<file path="src/rtl/keypad_key_emulator.sv">
// keypad_key_emulator: emulates the row side of a 4x4 matrix keypad.
// Key codes are queued in a small FIFO and played back as timed presses.
//
// Ports:
//   clock, reset    system clock; asynchronous active-high reset
//   key_code        key to press (0x0..0xF)
//   key_valid       key_code valid; accepted when key_ready is high
//   key_ready       FIFO not full
//   col_n           active-low column strobes from the scanner (bit0 = left)
//   row_n           active-low row lines to the scanner (bit0 = top)
//   busy            a press is in progress or keys are queued
//   key_done        one-cycle pulse after each press/release sequence
//   fifo_count      number of queued key codes
//
// Build option: define KEYPAD_BOUNCE_EN to add contact bounce at the start
// of each press (BOUNCE_CYCLES / BOUNCE_PERIOD). Without it the contact is
// clean and the bounce parameters generate no logic.

module keypad_key_emulator #(
    parameter int HOLD_CYCLES    = 2000,
    parameter int RELEASE_CYCLES = 2000,
    parameter int FIFO_DEPTH     = 4,
    parameter int BOUNCE_CYCLES  = 16,
    parameter int BOUNCE_PERIOD  = 4
) (
    input  logic                          clock,
    input  logic                          reset,
    input  logic [3:0]                    key_code,
    input  logic                          key_valid,
    output logic                          key_ready,
    input  logic [3:0]                    col_n,
    output logic [3:0]                    row_n,
    output logic                          busy,
    output logic                          key_done,
    output logic [$clog2(FIFO_DEPTH):0]   fifo_count
);

    localparam int AW      = $clog2(FIFO_DEPTH);
    localparam int CNTW    = AW + 1;
    localparam int CNT_MAX = (HOLD_CYCLES > RELEASE_CYCLES) ?
                             HOLD_CYCLES : RELEASE_CYCLES;
    localparam int CW      = $clog2(CNT_MAX + 1);

    localparam logic [CW-1:0]   HOLD_LAST = CW'(HOLD_CYCLES - 1);
    localparam logic [CW-1:0]   REL_LAST  = CW'(RELEASE_CYCLES - 1);
    localparam logic [CNTW-1:0] FULL_CNT  = CNTW'(FIFO_DEPTH);

    localparam logic [1:0] S_IDLE    = 2'd0;
    localparam logic [1:0] S_PRESS   = 2'd1;
    localparam logic [1:0] S_RELEASE = 2'd2;

    if (HOLD_CYCLES < 1 || RELEASE_CYCLES < 1 || FIFO_DEPTH < 2 ||
        (FIFO_DEPTH & (FIFO_DEPTH - 1)) != 0 || BOUNCE_CYCLES < 0 ||
        BOUNCE_PERIOD < 1 ||
        (BOUNCE_PERIOD & (BOUNCE_PERIOD - 1)) != 0) begin : g_param_check
        $error("keypad_key_emulator: illegal parameter value");
    end

    // FIFO state
    logic [3:0]      mem_q [FIFO_DEPTH];
    logic [3:0]      mem_d [FIFO_DEPTH];
    logic [AW-1:0]   wr_ptr_q, wr_ptr_d;
    logic [AW-1:0]   rd_ptr_q, rd_ptr_d;
    logic [CNTW-1:0] count_q, count_d;

    // Press sequencer state
    logic [1:0]      state_q, state_d;
    logic [CW-1:0]   cnt_q, cnt_d;
    logic [3:0]      cur_key_q, cur_key_d;
    logic            key_done_q, key_done_d;
    logic [3:0]      row_n_q, row_n_d;

    logic            push;
    logic            pop;
    logic            contact;
    logic [1:0]      key_row;
    logic [1:0]      key_col;

    assign key_ready  = (count_q != FULL_CNT);
    assign push       = key_valid && key_ready;
    assign pop        = (state_q == S_IDLE) && (count_q != '0);
    assign busy       = (state_q != S_IDLE) || (count_q != '0);
    assign key_done   = key_done_q;
    assign fifo_count = count_q;
    assign row_n      = row_n_q;

    always_comb begin
        mem_d    = mem_q;
        wr_ptr_d = wr_ptr_q;
        rd_ptr_d = rd_ptr_q;
        count_d  = count_q;
        if (push) begin
            mem_d[wr_ptr_q] = key_code;
            wr_ptr_d        = wr_ptr_q + 1'b1;
        end
        if (pop) begin
            rd_ptr_d = rd_ptr_q + 1'b1;
        end
        case ({push, pop})
            2'b10:   count_d = count_q + 1'b1;
            2'b01:   count_d = count_q - 1'b1;
            default: count_d = count_q;
        endcase
    end

    // Transitions fire at the terminal count, so the counter never wraps.
    always_comb begin
        state_d    = state_q;
        cnt_d      = cnt_q;
        cur_key_d  = cur_key_q;
        key_done_d = 1'b0;
        unique case (state_q)
            S_IDLE: begin
                if (pop) begin
                    cur_key_d = mem_q[rd_ptr_q];
                    cnt_d     = '0;
                    state_d   = S_PRESS;
                end
            end
            S_PRESS: begin
                if (cnt_q == HOLD_LAST) begin
                    cnt_d   = '0;
                    state_d = S_RELEASE;
                end else begin
                    cnt_d = cnt_q + 1'b1;
                end
            end
            S_RELEASE: begin
                if (cnt_q == REL_LAST) begin
                    cnt_d      = '0;
                    state_d    = S_IDLE;
                    key_done_d = 1'b1;
                end else begin
                    cnt_d = cnt_q + 1'b1;
                end
            end
            default: begin
                cnt_d   = '0;
                state_d = S_IDLE;
            end
        endcase
    end

    // Physical position of the current key on the Pmod keypad.
    always_comb begin
        key_row = 2'd0;
        key_col = 2'd0;
        case (cur_key_q)
            4'h1: begin key_row = 2'd0; key_col = 2'd0; end
            4'h2: begin key_row = 2'd0; key_col = 2'd1; end
            4'h3: begin key_row = 2'd0; key_col = 2'd2; end
            4'hA: begin key_row = 2'd0; key_col = 2'd3; end
            4'h4: begin key_row = 2'd1; key_col = 2'd0; end
            4'h5: begin key_row = 2'd1; key_col = 2'd1; end
            4'h6: begin key_row = 2'd1; key_col = 2'd2; end
            4'hB: begin key_row = 2'd1; key_col = 2'd3; end
            4'h7: begin key_row = 2'd2; key_col = 2'd0; end
            4'h8: begin key_row = 2'd2; key_col = 2'd1; end
            4'h9: begin key_row = 2'd2; key_col = 2'd2; end
            4'hC: begin key_row = 2'd2; key_col = 2'd3; end
            4'h0: begin key_row = 2'd3; key_col = 2'd0; end
            4'hF: begin key_row = 2'd3; key_col = 2'd1; end
            4'hE: begin key_row = 2'd3; key_col = 2'd2; end
            4'hD: begin key_row = 2'd3; key_col = 2'd3; end
            default: begin key_row = 2'd0; key_col = 2'd0; end
        endcase
    end

`ifdef KEYPAD_BOUNCE_EN
    localparam int unsigned BOUNCE_LEN =
        (BOUNCE_CYCLES < HOLD_CYCLES) ? BOUNCE_CYCLES : HOLD_CYCLES;
    localparam int BP_SHIFT = $clog2(BOUNCE_PERIOD);

    // Early in the press the contact alternates closed/open every
    // BOUNCE_PERIOD cycles, starting closed.
    always_comb begin
        contact = (state_q == S_PRESS);
        if ((32'(cnt_q) < BOUNCE_LEN) &&
            (((32'(cnt_q) >> BP_SHIFT) & 32'd1) == 32'd1)) begin
            contact = 1'b0;
        end
    end
`else
    assign contact = (state_q == S_PRESS);
`endif

    // Only the key's own column strobe matters; other columns are ignored.
    always_comb begin
        row_n_d = 4'hF;
        if (contact && !col_n[key_col]) begin
            row_n_d[key_row] = 1'b0;
        end
    end

    always_ff @(posedge clock or posedge reset) begin
        if (reset) begin
            for (int i = 0; i < FIFO_DEPTH; i++) begin
                mem_q[i] <= 4'h0;
            end
            wr_ptr_q   <= '0;
            rd_ptr_q   <= '0;
            count_q    <= '0;
            state_q    <= S_IDLE;
            cnt_q      <= '0;
            cur_key_q  <= 4'h0;
            key_done_q <= 1'b0;
            row_n_q    <= 4'hF;
        end else begin
            mem_q      <= mem_d;
            wr_ptr_q   <= wr_ptr_d;
            rd_ptr_q   <= rd_ptr_d;
            count_q    <= count_d;
            state_q    <= state_d;
            cnt_q      <= cnt_d;
            cur_key_q  <= cur_key_d;
            key_done_q <= key_done_d;
            row_n_q    <= row_n_d;
        end
    end

endmodule
</file>
<file path="config.mk">
export PLATFORM = sky130hd
export DESIGN_NAME = keypad_key_emulator
export DESIGN_NICKNAME = d
export VERILOG_FILES = /design/src/rtl/keypad_key_emulator.sv
export SDC_FILE = /design/constraint.sdc
export NUM_CORES = 1
export LEC_CHECK = 0
export BUFFER_PORTS_ARGS = -buffer_cell sky130_fd_sc_hd__buf_2
export CORE_ASPECT_RATIO = 0.8
export CORE_MARGIN = 4
export CORE_UTILIZATION = 41
export CTS_BUF_LIST = sky130_fd_sc_hd__clkbuf_8
export CTS_CLUSTER_DIAMETER = 80
export DETAILED_ROUTE_END_ITERATION = 12
export PLACE_DENSITY_LB_ADDON = 0.2
export SLEW_MARGIN = 20
export SYNTH_ARGS = -nofsm -noshare
export SYNTH_HDL_FRONTEND = slang
export SYNTH_SLANG_ARGS = --single-unit
</file>
<file path="constraint.sdc">
create_clock -name clock -period 2.1 [get_ports clock]
set_input_delay 0.42 -clock clock [delete_from_list [all_inputs] [get_ports clock]]
set_output_delay 0.42 -clock clock [all_outputs]
set_load 0.02 [all_outputs]
</file>
==> results of run 1 <==
-- cells in the final DEF (no fill, tap or decap), drive strengths merged, types with 2 or more instances in the layout --
cell	n
and3	2
o21ai	7
nand4	6
nand2b	3
nand3b	2
nand2	28
nand4b	2
mux2	17
xnor2	4
clkinv	2
dfstp	4
and4	2
ha	10
clkbuf	5
nand3	12
o211ai	2
dfrtp	41
and2	2
mux4	4
inv	14
buf	31
nor2	14
xor2	13
a21oi	4
-- metrics by stage --
step                      utilization, %  hold slack [ps]  setup TNS, ps  power (µW)
final                               49.6              104              0        3820
after global routing                49.6              123          -1.37        4160
after CTS                           49.2              117              0        3850
after detailed placement            47.2              449              0        3180
after global placement              47.2              456              0        3150
after floorplan                        -              459              0        2780
-- flip-flops by register name, indices dropped and copies added (netlist names) --
signal,cells
mem_q,16
key_done,1
row_n,4
wr_ptr_q,2
fifo_count,3
state_q,2
cur_key_q,4
cnt_q,11
rd_ptr_q,2
-- kinds of logic after synthesis --
kind of cell / Yosys count / synth area share, %
AND/OR/NAND/NOR: 78 / 18.5
flip-flops: 45 / 47.7
multiplexers: 22 / 12.3
buffers and inverters: 21 / 4.06
AO/OA/AOI/OAI: 17 / 5.17
XOR/XNOR: 17 / 6.27
adder cells (fa/ha/maj): 11 / 6.11
-- cell type report --
cell class / count / area (µm²)
clock inverter: 3 / 42.5
clock buffer: 5 / 68.8
timing repair buffer: 31 / 195
inverter: 14 / 52.6
sequential: 45 / 1130
fill: 539 / 2790
tap: 78 / 97.6
multi-input combinational: 145 / 1150
-- power by group --
part | internal, µW | switching (µW)
clock | 353 | 305
combinational | 810 | 832
sequential | 1220 | 306
-- timing repair --
action	4_1_cts	5_1_grt
hold buffers	0	0
gates resized for setup	0	4
buffers inserted	0	2
hold endpoints to repair	0	0
setup endpoints to repair	0	2
-- layer usage --
layer,wire (µm),share of wire (%),vias to the layer above
met3,132,3.3,5
met2,1710,43,22
met1,2130,53,731
met5,0,0,-
met4,31,0.78,0
li1,-,-,784
-- worst paths after layout --
| kind | from | end | slack (ps) | depth (start not counted) |
|---|---|---|---|---|
| max | state_q[0]$_DFFE_PP0P_ | busy | 120 | 5 |
| min | reset | cnt_q[6]$_DFFE_PP0P_ | 100 | 2 |
| max reg2reg | state_q[0]$_DFFE_PP0P_ | fifo_count[2]$_DFFE_PP0P_ | 170 | 10 |
| min reg2reg | mem_q[0]$_DFFE_PP0P_ | mem_q[0]$_DFFE_PP0P_ | 500 | 1 |
| max in group asynchronous | reset | cur_key_q[2]$_DFFE_PP0P_ | 1480 | 3 |
| min in group clock | key_code[1] | mem_q[9]$_DFFE_PP0P_ | 370 | 2 |
-- critical path, cell delays in order (launching register included) --
cell and delay [ps]:
dfrtp_1 380, inv_1 110, ha_2 200, nor4b_4 240
inv_2 150, buf_2 190
-- cell usage after synthesis, types with 2 or more instances --
cell type / n / area (µm²)
xnor2_1: 4 / 35.0
buf_6: 2 / 22.5
nand3b_1: 2 / 15.0
nand4b_1: 2 / 17.5
xor2_1: 13 / 114
mux4_2: 4 / 90.1
o211ai_1: 2 / 15.0
inv_1: 13 / 48.8
buf_2: 2 / 10.0
and2_1: 2 / 12.5
mux2_1: 16 / 180
and3_1: 2 / 12.5
nand2b_1: 3 / 18.8
dfrtp_1: 41 / 1030
nor2_1: 13 / 48.8
nand2_4: 4 / 45.0
dfstp_2: 4 / 105
and4_1: 2 / 17.5
ha_1: 10 / 125
nand3_1: 12 / 60.1
a21oi_1: 3 / 15.0
clkbuf_1: 3 / 11.3
o21ai_0: 7 / 35.0
nand2_1: 24 / 90.1
nand4_1: 6 / 37.5
==> summary.md, run 1 <==
| Metric | Value |
|---|---|
| Clk sinks | `45` |
| Clk_skew | `12.7 ps` |
| FF+latch count, synth | `45` |
| First-pass GRT wire length | `7070 µm` |
| Clk_lat worst skew | `300 ps` |
| Vias in the first global route | `between 1000 and 1500` |
| # port buffers | `20` |
| Hold Path Class | `in2async` |
| Synthesized cell area | `between 0.002 and 0.0025 mm²` |
| Final-report hold violation count | `0` |
| H-Tree Depth | `2` |
| CTS tree | `built` |
| Placed cells | `311` |
| Via count | `between 1500 and 2000` |
| Global route overflow | `0` |
| Worst Tran Pin Value | `619 ps` |
| Async S/R FF share, synth | `100%` |
| Critical Path Start Type | `flip-flop` |
| Core Region | `0.00553 mm²` |
| Max cap viols | `0` |
| Mapped Nets | `233` |
| Final nets | `264` |
| Worst EP arrival | `1560 ps` |
| Clk slew on worst S/H paths | `~90 ps` |
| Die extent in y | `~76 µm` |
| Ant. Diodes | `0` |
| All-layer global routing usage | `12.3%` |
| Area added between synthesis and finish | `15.4%` |
| Routability-driven placement congestion ratio | `roughly 0.76` |
| WL per Instance | `12.5 µm` |
| Nature of the critical path endpoint | `output pin` |
| ANT nets after route | `0` |
| Top FF cell, synth | `dfrtp_1` |
| WL final | `4000 µm` |
| Fmax achieved | `505 MHz` |
| Sequential share of the synthesized area | `47.7%` |
| Fin area | `about 0.0027 mm²` |
| Status | `finished clean` |
| Busiest grt layer | `met1` |
| Final Setup Violations | `0` |
| Cell count after synthesis | `between 200 and 250` |
| Initial DRC Count | `46` |
| Synth cell types | `40` |
| Fin worst setup slack | `121 ps` |
| Slew HR | `roughly three fifths` |
| Syn_area_per_cell | `11.2 µm²` |
| Number of synthesized flops with an enable pin | `0` |
| Starting Density | `43.0%` |
| Critical-path maximum fanout | `11` |
| Pwr/cell area | `1400 mW/mm²` |
| Vias/cell | `4.80` |
| Placed cell area | `0.00261 mm²` |
| Leak pwr | `between 0.001 and 0.0015 µW` |
| TritonCTS Buffers | `5` |
| Dpl ws | `140 ps` |
| DRC | `0` |
| Worst setup path class | `reg2out` |
| Antenna violations before repair | `0` |
| Period utilization | `94.2%` |
| Die ar. | `about 0.0071 mm²` |
| CP required | `approximately 1700 ps` |
| Pin count of the biggest net entering global routing | `30` |
| Drt pass-1 iters | `4` |
| Non-Filler Instances | `321` |
| Met2 Usage GRT | `18.1%` |
| CTS Buffer Depth | `2` |
| VDD IR max | `between 0.6 and 0.7 mV` |
| Io pins | `21` |
| Layout cells sized above 1 | `25.9%` |
| DIE WIDTH | `93.1 µm` |
| HPWL after DPL | `about 2900 µm` |
| Fin. max-slew vios | `0` |
| Synth Warn # | `0` |
| Clock root buffer | `clkbuf_8` |
| Tmin final | `1980 ps` |
| Met3 Use GR | `approximately 3.6%` |
| Row count | `24` |
| Met1 Use GR | `between 10% and 20%` |
Note: power is estimated with default switching activity, not from simulation.
==> run 2: changes to the inputs <==
--- a/config.mk
+++ b/config.mk
@@ -6,9 +6,11 @@
 export NUM_CORES = 1
 export LEC_CHECK = 0
 export BUFFER_PORTS_ARGS = -buffer_cell sky130_fd_sc_hd__buf_2
+export CELL_PAD_IN_SITES_DETAIL_PLACEMENT = 2
+export CELL_PAD_IN_SITES_GLOBAL_PLACEMENT = 2
 export CORE_ASPECT_RATIO = 0.8
 export CORE_MARGIN = 4
-export CORE_UTILIZATION = 41
+export CORE_UTILIZATION = 37
 export CTS_BUF_LIST = sky130_fd_sc_hd__clkbuf_8
 export CTS_CLUSTER_DIAMETER = 80
 export DETAILED_ROUTE_END_ITERATION = 12
==> run 2 against run 1 <==
Compared with the run above:
- sequential share of layout area down 0.48 points
- combinational power up 11%
- critical path depth up 5
- core utilization down 4.0 points
- global-route usage up 3.1 points
- total power up 5.7%
- flip-flop and latch count unchanged
- routed wire length up 37%
- largest power group unchanged
- first-iteration DRC count down 80%
- final cell count up 2.2%
- clock-buffer cell count up 1
- worst hold slack better by 88 ps
- critical endpoint is now fifo_count[2]$_DFFE_PP0P_
==> summary.md, run 2 (synthesis results as in run 1) <==
| Metric | Value |
|---|---|
| Sequential power share | `37.8%` |
| Placed cells | `317` |
| CTS tree | `built` |
| Routability-driven placement congestion ratio | `0.696` |
| Die extent in y | `79.6 µm` |
| Io pins | `21` |
| Max cap viols | `0` |
| Slew HR | `57.5%` |
| DRC | `0` |
| Layout cells sized above 1 | `27.9%` |
| Largest registers | `mem_q: 16 flops, cnt_q: 11 flops` |
| Non-Filler Instances | `around 330` |
| Final nets | `~270` |
| Clock power share | `17.2%` |
| HPWL after DPL | `3970 µm` |
| Leak pwr | `between 0.001 and 0.0015 µW` |
| Clk slew on worst S/H paths | `around 90 ps` |
| Clk sinks | `45` |
| WL met2 | `2680 µm` |
| First-pass GRT wire length | `9300 µm` |
| CP required | `roughly 2300 ps` |
| Clock root buffer | `clkbuf_8` |
| DIE WIDTH | `~100 µm` |
| CP startpoint | `state_q[0]$_DFFE_PP0P_` |
| Top layer reached by signal wires | `met4` |
| Reg2reg setup slack | `120 ps` |
| DRT met1 WL | `around 2600 µm` |
| Clk_skew | `approximately 8.8 ps` |
| Initial DRC Count | `9` |
| Drt pass-1 iters | `4` |
| All-layer global routing usage | `15.5%` |
| Largest register FFs | `16` |
| ANT nets after route | `0` |
| Worst Tran Pin Value | `637 ps` |
| Critical Path Start Type | `flip-flop` |
| # port buffers | `20` |
| Pin count of the biggest net entering global routing | `30` |
| Clk_lat worst skew | `300 ps` |
| Switching Power | `1570 µW` |
| Area added between synthesis and finish | `16.7%` |
| Final Setup Violations | `0` |
| Worst setup path class | `reg2reg` |
| Ant. Diodes | `0` |
| Sw Ratio | `about two fifths` |
| Routed met3 length | `between 150 and 200 µm` |
| Setup TNS | `0 ps` |
| H-Tree Depth | `2` |
| Pwr/cell area | `between 1000 and 1500 mW/mm²` |
| Most common cell after layout, fill and taps aside | `dfrtp_1` |
| VDD IR max | `between 0.5 and 0.6 mV` |
| Final Util | `45.6%` |
| Status | `finished clean` |
| Row count | `25` |
| Cell-internal power | `2470 µW` |
| TritonCTS Buffers | `5` |
| CTS Buffer Depth | `2` |
| Tmin final | `1980 ps` |
| FF-to-FF Start | `state_q[0]$_DFFE_PP0P_` |
| Core Region | `0.00607 mm²` |
| Combinational share of power | `45.1%` |
| Final-report hold violation count | `0` |
| Fmax achieved | `505 MHz` |
| Fin. max-slew vios | `0` |
| WL per Instance | `16.7 µm` |
| Nature of the critical path endpoint | `flip-flop` |
| Critical-path maximum fanout | `3` |
| Vias/cell | `4.98` |
| Vias in the first global route | `1795` |
| Global route overflow | `0` |
| Most frequent cells in the layout | `41 x dfrtp_1, 24 x nand2_1, 20 x buf_2, 16 x mux2_1, 15 x buf_4` |
| Biggest register | `mem_q` |
| Hold Path Class | `in2async` |
| Antenna violations before repair | `0` |
| Period utilization | `between 90 and 100%` |
| Die ar. | `0.00777 mm²` |
| Starting Density | `between 30% and 40%` |
| Worst EP arrival | `2220 ps` |
| Via count | `1634` |
| WL final | `between 5000 and 6000 µm` |
-- run 2: cell count changes in the layout (fill, tap and decap cells not counted), sizes merged --
cell,previous run,this run
buf,31,35
clkinv,2,0
clkbuf,5,6
clkinvlp,0,1
-- run 2: worst max-delay path, stage by stage, from the launching register on --
cell,delay (ps)
dfrtp_1,420
inv_2,100
ha_2,200
o31ai_2,80
inv_1,100
ha_2,190
inv_1,50
fa_1,370
xor2_1,150
nor2_1,110
xor2_1,150
-- run 2: what timing repair did --
item	CTS	global route
buffers inserted	2	1
gates resized for setup	0	4
setup endpoints to repair	1	2
hold buffers	0	0
-- run 2: final cells by class --
class / instances / area [µm²]
clock inverters: 2 / 37.5
well taps: 81 / 101
fillers: 653 / 3300
clock buffers: 6 / 82.6
repair buffers: 35 / 213
flip-flops and latches: 45 / 1130
multi-input cells: 145 / 1150
inverters: 14 / 52.6
-- run 2: path summary, 6_finish.rpt --
| check | to | depth (start not counted) |
|---|---|---|
| setup / recovery | fifo_count[2]$_DFFE_PP0P_ | 10 |
| hold / removal | cnt_q[1]$_DFFE_PP0P_ | 2 |
| setup reg to reg | fifo_count[2]$_DFFE_PP0P_ | 10 |
| hold reg to reg | mem_q[11]$_DFFE_PP0P_ | 1 |
| max in group asynchronous | wr_ptr_q[0]$_DFFE_PP0P_ | 3 |
| min in group clock | mem_q[8]$_DFFE_PP0P_ | 2 |
-- run 2: stage by stage --
| step | area, µm² | total power, µW | worst slack (ps) | hold slack (ps) |
|---|---|---|---|---|
| after floorplan | 2370 | 2780 | 18.6 | 459 |
| after global placement | 2620 | 3250 | 217 | 471 |
| after detailed placement | 2620 | 3350 | 99.8 | 480 |
| after CTS | 2760 | 4090 | 46.1 | 215 |
| after global routing | 2770 | 4400 | -7.25 | 243 |
| final | 2770 | 4040 | 121 | 193 |
-- run 2: power by group through the flow --
stage / Sequential [µW] / Combinational (µW) / Clock [µW]
global route: 1590 / 2040 / 767
finish: 1530 / 1820 / 695
CTS: 1540 / 1840 / 721
global placement: 1520 / 1730 / 0
detailed placement: 1550 / 1800 / 0
floorplan: 1480 / 1300 / 0
-- run 2: routing by layer --
layer	vias up	track usage, %
met2	20	25.9
met1	815	20.0
met4	0	4.70
li1	791	-
met5	-	0
met3	8	3.76
==> run 3: changes to the inputs <==
--- a/config.mk
+++ b/config.mk
@@ -6,6 +6,7 @@
 export NUM_CORES = 1
 export LEC_CHECK = 0
 export BUFFER_PORTS_ARGS = -buffer_cell sky130_fd_sc_hd__buf_2
+export CAP_MARGIN = 5
 export CELL_PAD_IN_SITES_DETAIL_PLACEMENT = 2
 export CELL_PAD_IN_SITES_GLOBAL_PLACEMENT = 2
 export CORE_ASPECT_RATIO = 0.8
@@ -15,6 +16,8 @@
 export CTS_CLUSTER_DIAMETER = 80
 export DETAILED_ROUTE_END_ITERATION = 12
 export PLACE_DENSITY_LB_ADDON = 0.2
+export SETUP_SLACK_MARGIN = 0.4
+export SKIP_LAST_GASP = 1
 export SLEW_MARGIN = 20
 export SYNTH_ARGS = -nofsm -noshare
 export SYNTH_HDL_FRONTEND = slang
==> run 3 against run 2 <==
Compared with the run above:
- sequential power up 3%
- clock skew increased by 2.6 ps
- total power increased by 7.2%
- first-iteration DRC count rose to 3.3 times the previous value
- clock power shrank 24%
- final area is 7.3% higher
- largest power group unchanged
- highest routed layer unchanged
==> summary.md, run 3 (synthesis results as in run 1) <==
| Metric | Value |
|---|---|
| Sequential power share | `36.6%` |
| R2R Path End | `fifo_count[2]$_DFFE_PP0P_` |
| Die extent in y | `79.6 µm` |
| Reg2Reg Depth | `9` |
| Max cap viols | `0` |
| Routability-driven placement congestion ratio | `0.717` |
| Setup TNS | `0 ps` |
| Clk sinks | `45` |
| Reg2reg setup slack | `120 ps` |
| Clk_lat worst skew | `310 ps` |
| Most common cell after layout, fill and taps aside | `dfrtp_1` |
| Global route overflow | `0` |
| TritonCTS Buffers | `5` |
| H-Tree Depth | `2` |
| Largest registers | `mem_q: 16 flops, cnt_q: 11 flops` |
| Die ar. | `0.00777 mm²` |
| Worst EP arrival | `2160 ps` |
| Antenna violations before repair | `0` |
| Dpl ws | `72.5 ps` |
| All-layer global routing usage | `approximately 17%` |
| Biggest register | `mem_q` |
| Drt pass-1 iters | `4` |
| Cell-internal power | `2550 µW` |
| Tmin final | `1980 ps` |
| Layout cells sized above 1 | `between 30% and 40%` |
| Final-report hold violation count | `0` |
| FF-to-FF Start | `fifo_count[0]$_DFFE_PP0P_` |
| Post-CTS Hold Buffers | `0` |
| Clk slew on worst S/H paths | `90 ps` |
| Critical-path maximum fanout | `4` |
| Fmax achieved | `506 MHz` |
| # port buffers | `20` |
| Clock root buffer | `clkbuf_8` |
| CP required | `2280 ps` |
| Slew HR | `71.6%` |
| ANT nets after route | `0` |
| Switching Power | `1780 µW` |
| Largest register FFs | `16` |
| Via count | `1733` |
| Starting Density | `39.1%` |
| Sw Ratio | `about two fifths` |
| DIE WIDTH | `97.5 µm` |
| Core Region | `0.00607 mm²` |
| Io pins | `21` |
| Fin. max-slew vios | `0` |
| Pin count of the biggest net entering global routing | `23` |
| CTS Buffer Depth | `2` |
| Clock power share | `12.2%` |
| Final Setup Violations | `0` |
| WL per Instance | `18.6 µm` |
| VDD IR max | `0.516 mV` |
| Initial DRC Count | `30` |
| HPWL after DPL | `about 4100 µm` |
| Row count | `25` |
| Fin worst setup slack | `approximately 120 ps` |
| Vias/cell | `around 5` |
| Status | `finished clean` |
| Area added between synthesis and finish | `25.1%` |
| Critical Path Start Type | `flip-flop` |
| RSZ-0062 raised after global routing | `yes` |
| Combinational share of power | `a little over 50%` |
| CTS tree | `built` |
| Period utilization | `between 90% and 100%` |
| Most frequent cells in the layout | `38 x dfrtp_1, 27 x buf_4, 23 x nand2_1, 19 x buf_2, 16 x mux2_1` |
| Final nets | `285` |
| Clk_skew | `11.4 ps` |
| Worst Tran Pin Value | `between 400 and 500 ps` |
| Nature of the critical path endpoint | `flip-flop` |
| Hold Path Class | `in2async` |
| Vias in the first global route | `between 1500 and 2000` |
| Leak pwr | `0.00137 µW` |
| First-pass GRT wire length | `slightly above 10000 µm` |
| DRC | `0` |
| Ant. Diodes | `0` |
| Worst setup path class | `reg2reg` |
| Pwr/cell area | `1460 mW/mm²` |
| WL final | `approximately 6400 µm` |
-- run 3: cell types whose count changed in the layout (fill, tap and decap cells not counted), sizes merged --
cell | previous run | this run
buf | 35 | 52
bufinv | 1 | 0
clkbuf | 6 | 5
clkinvlp | 1 | 0
inv | 14 | 17
-- run 3: layout make-up --
type / instances / area [µm²]
Multi-Input combinational cell: 145 / 1230
Timing Repair Buffer: 52 / 369
Clock inverter: 3 / 11.3
Fill cell: 632 / 3100
Inverter: 14 / 52.6
Clock buffer: 5 / 68.8
Tap cell: 81 / 101
Sequential cell: 45 / 1130
-- run 3: routing by layer --
metal | vias to the layer above | share of wire, % | track usage (%)
li1 | 818 | - | -
met1 | 887 | 48 | 22.8
met2 | 21 | 48 | 27.4
met3 | 7 | 2.8 | 2.97
met4 | 0 | 1.0 | 4.56
met5 | - | 0 | 0
-- run 3: worst max path at each step --
stage | to | slack, ps | from
CTS | fifo_count[2]$_DFFE_PP0P_ | 280 | fifo_count[0]$_DFFE_PP0P_
finish | fifo_count[2]$_DFFE_PP0P_ | 120 | fifo_count[0]$_DFFE_PP0P_
global placement | fifo_count[2]$_DFFE_PP0P_ | 180 | state_q[1]$_DFFE_PP0P_
global route | fifo_count[2]$_DFFE_PP0P_ | 80 | fifo_count[0]$_DFFE_PP0P_
floorplan | fifo_count[2]$_DFFE_PP0P_ | 210 | fifo_count[1]$_DFFE_PP0P_
detailed placement | fifo_count[2]$_DFFE_PP0P_ | 70 | state_q[0]$_DFFE_PP0P_
-- run 3: what timing repair did --
action	CTS	global route
pin swaps	6	10
buffers inserted	14	9
gates resized for setup	7	15
setup endpoints to repair	14	17
-- run 3: worst max-delay path: stages, from the launching register on --
cell and delay, ps:
dfrtp_2 490, buf_6 150, o31ai_4 220, inv_2 80, ha_4 170, inv_2 60, fa_2 200, xor2_1 220
nor2_1 100, xor2_1 150
-- run 3: metrics by stage --
stage	std cells	total power, µW	instance area [µm²]	hold WS, ps	util, %
final	345	4330	2970	34.2	48.9
after global routing	345	4660	2970	31.9	48.9
after CTS	336	4090	2840	36.9	46.8
after detailed placement	314	3360	2630	370	43.4
after global placement	314	3250	2630	372	43.4
after floorplan	211	2860	2410	459	-
-- run 3: power by group through the flow --
stage / logic [µW] / clock network, µW / registers, µW
after floorplan: 1360 / 0 / 1500
after global placement: 1680 / 0 / 1580
after detailed placement: 1750 / 0 / 1610
after CTS: 1980 / 543 / 1570
after global routing: 2430 / 595 / 1630
final: 2220 / 530 / 1580
